`src/rtl/dmem_arbiter.sv`:
```
// Arbitrates the single-port data memory between the core's data port and one auxiliary master.
// Fixed cpu priority from idle, alternation on contention, and a bounded aux burst.
module dmem_arbiter #(
   parameter int unsigned Dbits = 32,
   parameter int unsigned Abits = 32,
   parameter int unsigned BURST = 4
) (
   input  logic             clk,
   input  logic             reset,

   input  logic             cpu_req,
   input  logic             cpu_wr,
   input  logic [Abits-1:0] cpu_addr,
   input  logic [Dbits-1:0] cpu_wdata,
   output logic             cpu_gnt,
   output logic             cpu_stall,
   output logic             cpu_rvalid,
   output logic [Dbits-1:0] cpu_rdata,

   input  logic             aux_req,
   input  logic             aux_wr,
   input  logic [Abits-1:0] aux_addr,
   input  logic [Dbits-1:0] aux_wdata,
   output logic             aux_gnt,
   output logic             aux_rvalid,
   output logic [Dbits-1:0] aux_rdata,

   output logic             mem_en,
   output logic             mem_wr,
   output logic [Abits-1:0] mem_addr,
   output logic [Dbits-1:0] mem_wdata,
   input  logic [Dbits-1:0] mem_rdata
);

   localparam logic [1:0] StIdle = 2'd0;
   localparam logic [1:0] StCpu  = 2'd1;
   localparam logic [1:0] StAux  = 2'd2;

   localparam logic [3:0] BurstLim = 4'(BURST);
   localparam logic [3:0] CntMax   = 4'hF;

   logic [1:0] owner_q, owner_d;
   logic [3:0] cnt_q, cnt_d;
   logic       cpu_rvalid_q, cpu_rvalid_d;
   logic       aux_rvalid_q, aux_rvalid_d;
   logic       cpu_gnt_c, aux_gnt_c;

   // Grants are suppressed while reset is held so nothing reaches memory.
   always_comb begin
      cpu_gnt_c = 1'b0;
      aux_gnt_c = 1'b0;
      if (reset) begin
         if (cpu_req && !aux_req) begin
            cpu_gnt_c = 1'b1;
         end else if (aux_req && !cpu_req) begin
            aux_gnt_c = 1'b1;
         end else if (cpu_req && aux_req) begin
            case (owner_q)
               StIdle:  cpu_gnt_c = 1'b1;
               StCpu:   aux_gnt_c = 1'b1;
               StAux: begin
                  if (cnt_q < BurstLim) begin
                     aux_gnt_c = 1'b1;
                  end else begin
                     cpu_gnt_c = 1'b1;
                  end
               end
               default: cpu_gnt_c = 1'b1;
            endcase
         end
      end
   end

   always_comb begin
      owner_d = StIdle;
      cnt_d   = 4'd0;
      if (cpu_gnt_c) begin
         owner_d = StCpu;
      end else if (aux_gnt_c) begin
         owner_d = StAux;
         cnt_d   = (cnt_q == CntMax) ? CntMax : cnt_q + 4'd1;
      end
   end

   assign cpu_rvalid_d = cpu_gnt_c & ~cpu_wr;
   assign aux_rvalid_d = aux_gnt_c & ~aux_wr;

   always_ff @(posedge clk or negedge reset) begin
      if (!reset) begin
         owner_q      <= StIdle;
         cnt_q        <= 4'd0;
         cpu_rvalid_q <= 1'b0;
         aux_rvalid_q <= 1'b0;
      end else begin
         owner_q      <= owner_d;
         cnt_q        <= cnt_d;
         cpu_rvalid_q <= cpu_rvalid_d;
         aux_rvalid_q <= aux_rvalid_d;
      end
   end

   always_comb begin
      mem_wr    = 1'b0;
      mem_addr  = '0;
      mem_wdata = '0;
      if (cpu_gnt_c) begin
         mem_wr    = cpu_wr;
         mem_addr  = cpu_addr;
         mem_wdata = cpu_wdata;
      end else if (aux_gnt_c) begin
         mem_wr    = aux_wr;
         mem_addr  = aux_addr;
         mem_wdata = aux_wdata;
      end
   end

   assign mem_en     = cpu_gnt_c | aux_gnt_c;
   assign cpu_gnt    = cpu_gnt_c;
   assign aux_gnt    = aux_gnt_c;
   assign cpu_stall  = reset & cpu_req & ~cpu_gnt_c;
   assign cpu_rvalid = cpu_rvalid_q;
   assign aux_rvalid = aux_rvalid_q;
   assign cpu_rdata  = mem_rdata;
   assign aux_rdata  = mem_rdata;

endmodule

```
`config.mk`:
```
export PLATFORM = sky130hd
export DESIGN_NAME = dmem_arbiter
export DESIGN_NICKNAME = d
export VERILOG_FILES = /design/src/rtl/dmem_arbiter.sv
export SDC_FILE = /design/constraint.sdc
export NUM_CORES = 1
export LEC_CHECK = 0
export BUFFER_PORTS_ARGS = -buffer_cell sky130_fd_sc_hd__buf_2
export CORE_AREA = 2 2 117 119
export DETAILED_ROUTE_END_ITERATION = 8
export DIE_AREA = 0 0 119 121
export PLACE_DENSITY = 0.45
export SLEW_MARGIN = 20
export SYNTH_ARGS = -nofsm -noshare
export SYNTH_HDL_FRONTEND = slang
export SYNTH_SLANG_ARGS = --single-unit
```
`constraint.sdc`:
```
create_clock -name clk -period 2.65 [get_ports clk]
set_input_delay 0.1325 -clock clk [delete_from_list [all_inputs] [get_ports clk]]
set_output_delay 0.1325 -clock clk [all_outputs]
set_load 0.01 [all_outputs]
```
# After elaboration in Yosys (flattened, before gate mapping)
# Index checks and enable logic that the tools add are counted.
# W data, S select, Z words.
totals:
  reg_bits: 8
  latchBits: 0
  ram_bits: 0
  mem_bits_ro: 0
  inputBits: 166
  output_inout_bits: 135
  n_memories: 0
op_classes:
  n_addsub: 1
  n_mul: 0
  div: 0
  magnitude_cmp: 1
  eq_ne: 3
  shift: 0
  muxes: 23
  bitwise_logic: 8
  reduce_logical: 5
op_table:
  columns: ["op", "count"]
  rows:
  - ["$mux W32", 4]
  - ["$mux W1", 12]
  - ["$mux W4", 3]
  - ["$add A4 B1 Y4 const B", 1]
  - ["$and A1 B1 Y1", 4]
  - ["$eq A4 B4 Y1 const B", 1]
  - ["$lt A4 B3 Y1 const B", 1]
  - ["$mux W2", 2]
  - ["$pmux W1 S2", 2]
  - ["$logic_and A1 B1 Y1", 3]
  - ["$not A1 Y1", 3]
  - ["$eq A2 B1 Y1 const B", 1]
  - ["$eq A2 B2 Y1 const B", 1]
  - ["$logic_not A1 Y1", 2]
  - ["$or A1 B1 Y1", 1]

# Longest topological paths before layout
# Gate-level depths: netlist of the first run.
depth:
  word_depth: 9
  depth_mapped: 7
  depth_no_buf: 5

# Worst setup path after synthesis of the first run
# No wires, ideal clock.
synth_path:
  path_kind: "register -> output"
  startpoint: "register owner_q[0]"
  endpoint: "output port mem_addr[0]"
  arrival_ps: 1834
  required_ps: 2518
  setup_slack_ps: 684
  stages_incl_launch_ff: 7
  cell_sequence: "dfrtp_1 inv_1 ha_1 or3b_4 a311oi_4 buf_6 a22o_1"
synth_between:
  elab_chain_len: 8
  word_cells_on_any_way: 14
synth_lines:
  columns: ["element", "line_no", "rtl"]
  rows:
  - ["start: declaration", "42", "logic [1:0] owner_q, owner_d;"]
  - ["start signal: assignment", "90", "owner_q <= StIdle;"]
  - ["start signal: assignment", "95", "owner_q <= owner_d;"]
  - ["$eq A2 B2 Y1 / $eq A2 B1 Y1 (equally long branches)", "58", "case (owner_q)"]
  - ["$pmux W1 S2", "58", null]
  - ["$mux W1", "57", "end else if (cpu_req && aux_req) begin"]
  - ["$mux W1", "55", "end else if (aux_req && !cpu_req) begin"]
  - ["$mux W1", "53", "if (cpu_req && !aux_req) begin"]
  - ["$mux W1", "52", "if (reset) begin"]
  - ["$mux W32", "110", "end else if (aux_gnt_c) begin"]
  - ["$mux W32 (*)", "106", "if (cpu_gnt_c) begin"]
  - ["end: declaration", "30", "output logic [Abits-1:0] mem_addr,"]
# Mark *: on every way between the ends. The rest lies on a longest branch, timed or not.

# Final worst setup path of the first run
layout_path:
  startpoint: "register owner_q[0]"
  endpoint: "output port mem_addr[20]"
# The elaborated chain is that of the path after synthesis.

==> results of run 1 <==
==> state kept, by name (all words and copies together) (netlist names) <==
name,flops
owner_q,2
cnt_q,4
cpu_rvalid,1
aux_rvalid,1
==> power breakdown <==
group          internal, mW  switching (mW)  total, mW  leakage, nW
clock network         0.194          0.0590      0.254       0.0370
registers             0.126         0.00206      0.129        0.109
logic                 0.181           0.160      0.341         1.24
==> cells in the final DEF, fill, tap and decap left out <==
cell,count
o211a_1,1
nor3b_1,1
nor2_1,1
nand2b_1,2
nor4_1,1
a22o_1,65
or3b_4,1
buf_12,1
and2_1,1
buf_4,2
a311oi_4,1
buf_2,204
o21ba_2,1
buf_6,1
clkbuf_16,3
a311o_1,1
a31oi_1,1
dlygate4sd3_1,1
ha_1,3
a21boi_2,2
nor3b_2,1
inv_1,5
nand3_1,2
nand2_1,2
nand3b_1,1
nor3_2,1
and3b_1,1
and4bb_2,1
dfrtp_1,8
==> synth_stat cells (all sizes together) <==
cell type and count:
nor2 1, nor3b 2, nor4 1, buf 75
o21ba 1, and2 1, nand2b 2, ha 3
a311oi 1, a22o 65, nand3 2, or3b 1
clkbuf 3, o211a 1, nand2 2, a21boi 2
inv 5, nor3 1, a31oi 1, dfrtp 8
a311o 1, nand3b 1, and3b 1, and4bb 1
==> cell type report <==
class                           instances  area (um2)  area share (%)
Clock buffer                            3        75.1            3.13
Inverter                                5        18.8           0.782
Tap cell                              176         220            9.18
Timing Repair Buffer                  209        1080            44.9
Multi-Input combinational cell         91         808            33.7
Sequential cell                         8         200            8.34
==> layer usage <==
metal	GRT usage (%)	vias to the layer above
met5	0	-
met4	1.79	0
met3	2.49	17
met1	6.88	862
met2	15.6	174
li1	-	890
==> how the worst min path moves through the flow <==
stage | endpoint | slack [ps] | start
2_1_floorplan | aux_rvalid | -160 | reset
3_3_place_gp | cpu_rvalid | -2 | reset
3_5_place_dp | cpu_rvalid | 1 | reset
4_1_cts | aux_rvalid | 70 | aux_wr
5_1_grt | aux_rvalid | 80 | aux_wr
6_report | aux_rvalid | 70 | aux_wr
==> metrics by stage <==
stage               util (%)  instance area [um2]  worst slack [ps]  cells  hold slack, ps
floorplan                  -                 1610               684    182            -163
global placement        17.7                 2310               348    488           -2.00
detailed placement      17.7                 2310               302    488            1.26
CTS                     18.3                 2400              54.8    492            69.8
global route            18.3                 2400              82.6    492            82.4
finish                  18.3                 2400               227    492            74.0
==> logic make-up (layout without fill, tap and decap cells) <==
kind of cell	Yosys count	in the layout
AOI/OAI and AO/OA	72	72
adders and majority gates	3	3
buffers and inverters	83	217
DFF	8	8
and+or+nand+nor	16	16
==> repair_timing <==
action                                  4_1_cts  5_1_grt
endpoints found under the hold margin         8        0
hold buffers                                  1        0
endpoints found under the setup margin        0        1
resized for setup                             0        1
==> results.rst, run 1 <==
.. list-table::
   :header-rows: 1

   * - Metric
     - Value
   * - TritonRoute pass-1 iters
     - 4
   * - Status
     - completed
   * - Top achievable clock speed
     - 413 MHz
   * - Multiplexer share of the synthesized area
     - 0%
   * - Post-synth top area share
     - 35.3%
   * - GRT Overall Usage
     - ~7.5%
   * - Deepest clock path buffer count
     - 2
   * - Final total power
     - 0.723 mW
   * - # nets final
     - 487
   * - Critical Path End Type
     - output pin
   * - Global placement routability congestion
     - 0.704
   * - XOR/XNOR share of the synthesized area
     - 0%
   * - Antenna Nets Post-Route
     - 0
   * - Metal1 wirelength
     - between 2 and 2.5 mm
   * - Met2 Routed Length
     - 3.41 mm
   * - Post-synthesis adder-cell area fraction
     - 2.33%
   * - RSZ-0062 raised after global routing
     - false
   * - Number of inserted filler cells in the final layout
     - 1,484
   * - Count of pins over their slew limit
     - 0
   * - Total clock buffers created by CTS
     - 3
   * - Setup-violating endpoint count in the final report
     - 0
   * - Area of the die
     - approximately 14,000 um2
   * - Total number of vias
     - 1,943
   * - Register area share after synthesis
     - 12.4%
   * - R2R Setup Slk
     - 520 ps
   * - Sequence of cells on the critical path
     - inv_1, ha_1, or3b_4, a311oi_4, buf_6, a22o_1, buf_2
   * - Antenna Diode Count
     - 0
   * - TritonCTS clock tree
     - yes
   * - Detailed Place HPWL
     - 5.29 mm
   * - Via count of the first global-routing pass
     - 1,832
   * - Global-route wire length before repair
     - 8.55 mm
   * - Maximum number of pins on one net before global-route repair
     - about 70
   * - CP peak stage delay
     - slightly above 400 ps
   * - Levels on crit path
     - 7
   * - Cell area after synthesis
     - 1610 um2
   * - Highest metal layer with signal wires
     - met4
   * - Routed wire per std cell
     - 12.8 um
   * - Critical path arrival
     - around 2300 ps
   * - Number of nets produced by synthesis
     - 351
   * - Layout cell share with drive strength beyond 1
     - between 60 and 70%
   * - Clock sink count
     - 8
   * - Post-Route WL
     - 6.28 mm
   * - Number of warnings reported in the yosys synthesis log
     - 0
   * - Category of the worst setup path launch point
     - flip-flop
   * - Maximum Capacitance Violations
     - 0
   * - Power density of the placed cells
     - 301 nW/um2
   * - Initial antenna violation count
     - 0
   * - Startpoint of the worst setup timing path
     - owner_q[0]
   * - Syn_area_per_cell
     - about 8.9 um2
   * - Required time at the worst-slack endpoint
     - 2520 ps
   * - Synthesis-stage register bit count
     - 8
   * - Leading post-synthesis cells by cell area
     - a22o_1 (35%), buf_4 (30%), dfrtp_1 (12%)
   * - Classification of the worst setup path
     - flip-flop to output pin
   * - Dominant delay contributor by cell family on the critical path
     - compound AO/OA/AOI/OAI gates
   * - Share of the synthesized area in compound gates (AO/OA/AOI/OAI)
     - approximately two fifths
   * - Simple-gate area share of the yosys netlist
     - 6.90%
   * - Via density
     - just under 4
   * - Master of the slowest instance on the critical path
     - or3b_4
   * - Cell row count
     - 42
   * - Logic depth of the worst register-to-register path
     - 7
   * - Transition time at the pin with the least slew margin
     - 360 ps
   * - Fin. Hold Viols
     - 0
   * - Critical register-to-register path startpoint
     - owner_q[0]
   * - Met3 layer wire length in the routed design
     - 715 um
   * - Count of cells along the worst hold path
     - 2
   * - Peak ir drop on the vdd network
     - 0.000150 V
   * - Largest fanout on the critical path
     - 32
   * - Static power due to leakage
     - 1.39 nW
   * - Type of the most critical hold path
     - input pin to flip-flop
   * - Worst setup path endpoint
     - mem_addr[20]
   * - Starting utilization of the core area
     - between 10% and 20%
   * - FF-to-FF End
     - cnt_q[3]
   * - Main combinational cell family by area after synthesis
     - compound AO/OA/AOI/OAI gates
   * - Clk_lat worst skew
     - ~230 ps
   * - Number of instances in the synthesized netlist
     - ~180
   * - Number of buffer and inverter instances along the worst setup path
     - 3
   * - Ports
     - about 300
   * - Library cell with the largest summed area after synthesis
     - a22o_1
   * - GRT overflow
     - 0
   * - Final worst-path cycle share
     - 91.4%
   * - Clock transition at the register clock pins on the worst setup and hold paths after CTS
     - approximately 40 ps
   * - Initial DRC count
     - 60
   * - Number of levels the H-tree was split into
     - 1
   * - Final worst clock skew
     - 0.572 ps
   * - Core area
     - 13,100 um2
   * - Die span in y
     - 121 um
   * - Signed area change from the synthesized netlist to the final layout
     - 48.8%
   * - Final routed DRC violation total
     - 0
   * - Worst rel slew slack
     - 76.0%
   * - Clock root cell
     - clkbuf_16
   * - Setup bufs post-CTS
     - 0
   * - Final critical delay including setup and external delays
     - 2420 ps
   * - Count of cell types in the netlist
     - 27
   * - Aggregate negative setup slack
     - 0 ps
   * - Horizontal die dimension
     - around 120 um
   * - I/O Buffers
     - just over 200
Power figures use the tool's default switching activity.
==> inputs of run 2 (changes only) <==
==> constraint.sdc (replaced) <==
create_clock -name clk -period 2.25 [get_ports clk]
set_input_delay 0.1125 -clock clk [delete_from_list [all_inputs] [get_ports clk]]
set_output_delay 0.1125 -clock clk [all_outputs]
set_load 0.01 [all_outputs]
==> run 2 against run 1 <==
  * Sequential share of layout area fell by 0.35 points
  * Flip-flop and latch count did not move
  * Via count rose by 1.3%
  * Power rose by 20%
  * Global-route usage rose by 0.31 points
  * Hold slack got worse by 18 ps
  * Critical path type unchanged
  * Routed wire length rose by 7.3%
  * Worst setup slack got worse by 240 ps
  * The run now ends with negative setup slack left
  * Core utilization rose by 0.79 points
==> results.rst, run 2 (synthesis results as in run 1) <==
.. list-table::
   :header-rows: 1

   * - Metric
     - Value
   * - Core area
     - 13,100 um2 (unchanged)
   * - Type of the most critical hold path
     - input pin to flip-flop
   * - Highest-count cells in the layout ignoring fill and taps
     - buf_2 (204), a22o_1 (65), dfrtp_1 (8)
   * - GRT Overall Usage
     - 7.79% (+0.31 points)
   * - Setup-violating endpoint count in the final report
     - 5 (+5)
   * - Number of levels the H-tree was split into
     - 1 (unchanged)
   * - Category of the worst setup path launch point
     - flip-flop
   * - Min setup slack post-route
     - -15.4 ps (-243 ps)
   * - RSZ-0062 raised after global routing
     - true
   * - Signed area change from the synthesized netlist to the final layout
     - 55.2%
   * - Final routed DRC violation total
     - 0 (unchanged)
   * - Internal Power
     - 0.608 mW (+21%)
   * - Total number of vias
     - 1,968 (+1.3%)
   * - Critical Path End Type
     - output pin
   * - Ports
     - 301 (unchanged)
   * - Register share of total power
     - 17.5% (-0.3 points)
   * - Horizontal die dimension
     - 119 um (unchanged)
   * - Final worst clock skew
     - 1.48 ps (+0.909 ps)
   * - Most common library cell in the layout ignoring fill and taps
     - buf_2
   * - Met2 Routed Length
     - 3.53 mm (+3.5%)
   * - Classification of the worst setup path
     - flip-flop to output pin
   * - Net switching fraction of the power
     - 30.0% (-0.52 points)
   * - Static power due to leakage
     - 1.43 nW (+3.2%)
   * - Routed wire per std cell
     - 13.5 um (+5.8%)
   * - Clock sink count
     - 8 (unchanged)
   * - Initial DRC count
     - 37 (-38%)
   * - Largest register FFs
     - 4 (unchanged)
   * - Starting utilization of the core area
     - 12.3% (unchanged)
   * - Count of pins over their slew limit
     - 0 (unchanged)
   * - Top achievable clock speed
     - 441 MHz
   * - Final worst-path cycle share
     - 101%
   * - Critical path arrival
     - 2150 ps (-140 ps)
   * - Part of the total power dissipated in combinational logic
     - 49.0% (+1.8 points)
   * - Clock root cell
     - clkbuf_16
   * - Cell row count
     - 42 (unchanged)
   * - Initial antenna violation count
     - 1 (+1)
   * - TritonCTS clock tree
     - yes
   * - Layout cell share with drive strength beyond 1
     - 70.2% (+0.88 points)
   * - Metal1 wirelength
     - 2.27 mm (+11%)
   * - # nets final
     - 493 (+1.2%)
   * - Via density
     - 3.94 (-0.13%)
   * - Fin. Hold Viols
     - 0 (unchanged)
   * - Detailed Place HPWL
     - 5.58 mm (+5.4%)
   * - Maximum Capacitance Violations
     - 0 (unchanged)
   * - Clk_lat worst skew
     - 230 ps (about the same)
   * - Transition time at the pin with the least slew margin
     - 374 ps (+13.6 ps)
   * - Global placement routability congestion
     - 0.705 (about the same)
   * - Highest metal layer with signal wires
     - met4
   * - Deepest clock path buffer count
     - 2 (unchanged)
   * - Area of the die
     - 14,400 um2 (unchanged)
   * - Post-Route WL
     - 6.74 mm (+7.3%)
   * - Clock transition at the register clock pins on the worst setup and hold paths after CTS
     - 30 ps (about the same)
   * - Antenna Nets Post-Route
     - 0 (unchanged)
   * - TritonRoute pass-1 iters
     - 4 (unchanged)
   * - I/O Buffers
     - 204 (unchanged)
   * - Final critical delay including setup and external delays
     - ~2300 ps
   * - Largest Register
     - cnt_q
   * - Total clock buffers created by CTS
     - 3 (unchanged)
   * - Global-route wire length before repair
     - 8.99 mm (+5.2%)
   * - Largest registers
     - cnt_q: 4 flops, owner_q: 2 flops
   * - Die span in y
     - 121 um (unchanged)
   * - Via count of the first global-routing pass
     - 1,838 (+0.33%)
   * - Failing checks
     - negative setup slack
   * - GRT overflow
     - 0 (unchanged)
   * - Net Switching
     - 0.261 mW (+18%)
   * - Peak ir drop on the vdd network
     - 0.000145 V (-3.6%)
   * - Status
     - finished with violations
   * - Required time at the worst-slack endpoint
     - 2140 ps (-380 ps)
   * - R2R Setup Slk
     - 290 ps (-230 ps)
   * - Power density of the placed cells
     - 347 nW/um2 (+15%)
   * - Largest fanout on the critical path
     - 19 (-41%)
   * - Worst rel slew slack
     - 75.0% (-1.0 points)
   * - Met3 layer wire length in the routed design
     - 754 um (+5.5%)
   * - Clock network fraction of total power
     - 33.5% (-1.6 points)
   * - Maximum number of pins on one net before global-route repair
     - 39 (-43%)
   * - Aggregate negative setup slack
     - -37.5 ps (-37.5 ps)
   * - Final total power
     - 0.869 mW (+20%)
==> run 2: critical path, stage by stage, from the launching register on <==
cell      delay (ps)
dfrtp_1          370
inv_1             70
ha_2             180
or3b_4           400
a311oi_4         290
buf_6            180
buf_12           150
a22o_1           140
buf_2            130
==> run 2: per-stage QoR <==
stage | worst slack (ps) | hold WS, ps | instance area, um2 | cells | utilization, %
6_report | -15.4 | 56.4 | 2500 | 499 | 19.1
5_1_grt | -114 | 69.5 | 2500 | 499 | 19.1
4_1_cts | 7.42 | 57.5 | 2420 | 492 | 18.5
3_5_place_dp | 175 | -15.9 | 2340 | 488 | 17.9
3_3_place_gp | 215 | -23.1 | 2340 | 488 | 17.9
2_1_floorplan | 304 | -183 | 1610 | 182 | -
==> run 2: final timing paths <==
kind / start / end / depth (start not counted)
worst max register to register: owner_q[0] / cnt_q[0] / 8
max in group asynchronous: reset / owner_q[1] / 2
worst max-delay path: owner_q[0] / mem_wdata[13] / 8
worst min-delay path: aux_wr / aux_rvalid / 2
worst min register to register: cnt_q[0] / cnt_q[0] / 1
min in group asynchronous: reset / cpu_rvalid / 2
==> run 2: what timing repair did <==
item / CTS / global route
hold buffers: 1 / 0
pin swaps: 1 / 0
resized for setup: 0 / 5
endpoints found under the setup margin: 65 / 66
endpoints found under the hold margin: 8 / 0
buffers inserted: 0 / 4
cloned: 0 / 2
==> run 2: area by class of cell <==
type / instances / area (um2)
timing repair buffer: 215 / 1180
clock buffer: 3 / 75.1
tap: 176 / 220
sequential: 8 / 200
multi-input combinational: 91 / 811
antenna: 1 / 2.50
inverter: 5 / 18.8
fill: 1461 / 10600
==> run 2: power by group through the flow <==
stage	logic, mW	registers (mW)	clock network, mW
final	0.426	0.152	0.291
after global routing	0.464	0.152	0.312
after CTS	0.414	0.152	0.303
after detailed placement	0.411	0.153	0
after global placement	0.407	0.153	0
after floorplan	0.307	0.154	0
==> run 2: metal layers <==
metal | up-vias | track usage, %
li1 | 905 | -
met1 | 870 | 7.22
met3 | 20 | 2.44
met5 | - | 0
met2 | 173 | 15.7
met4 | 0 | 2.90
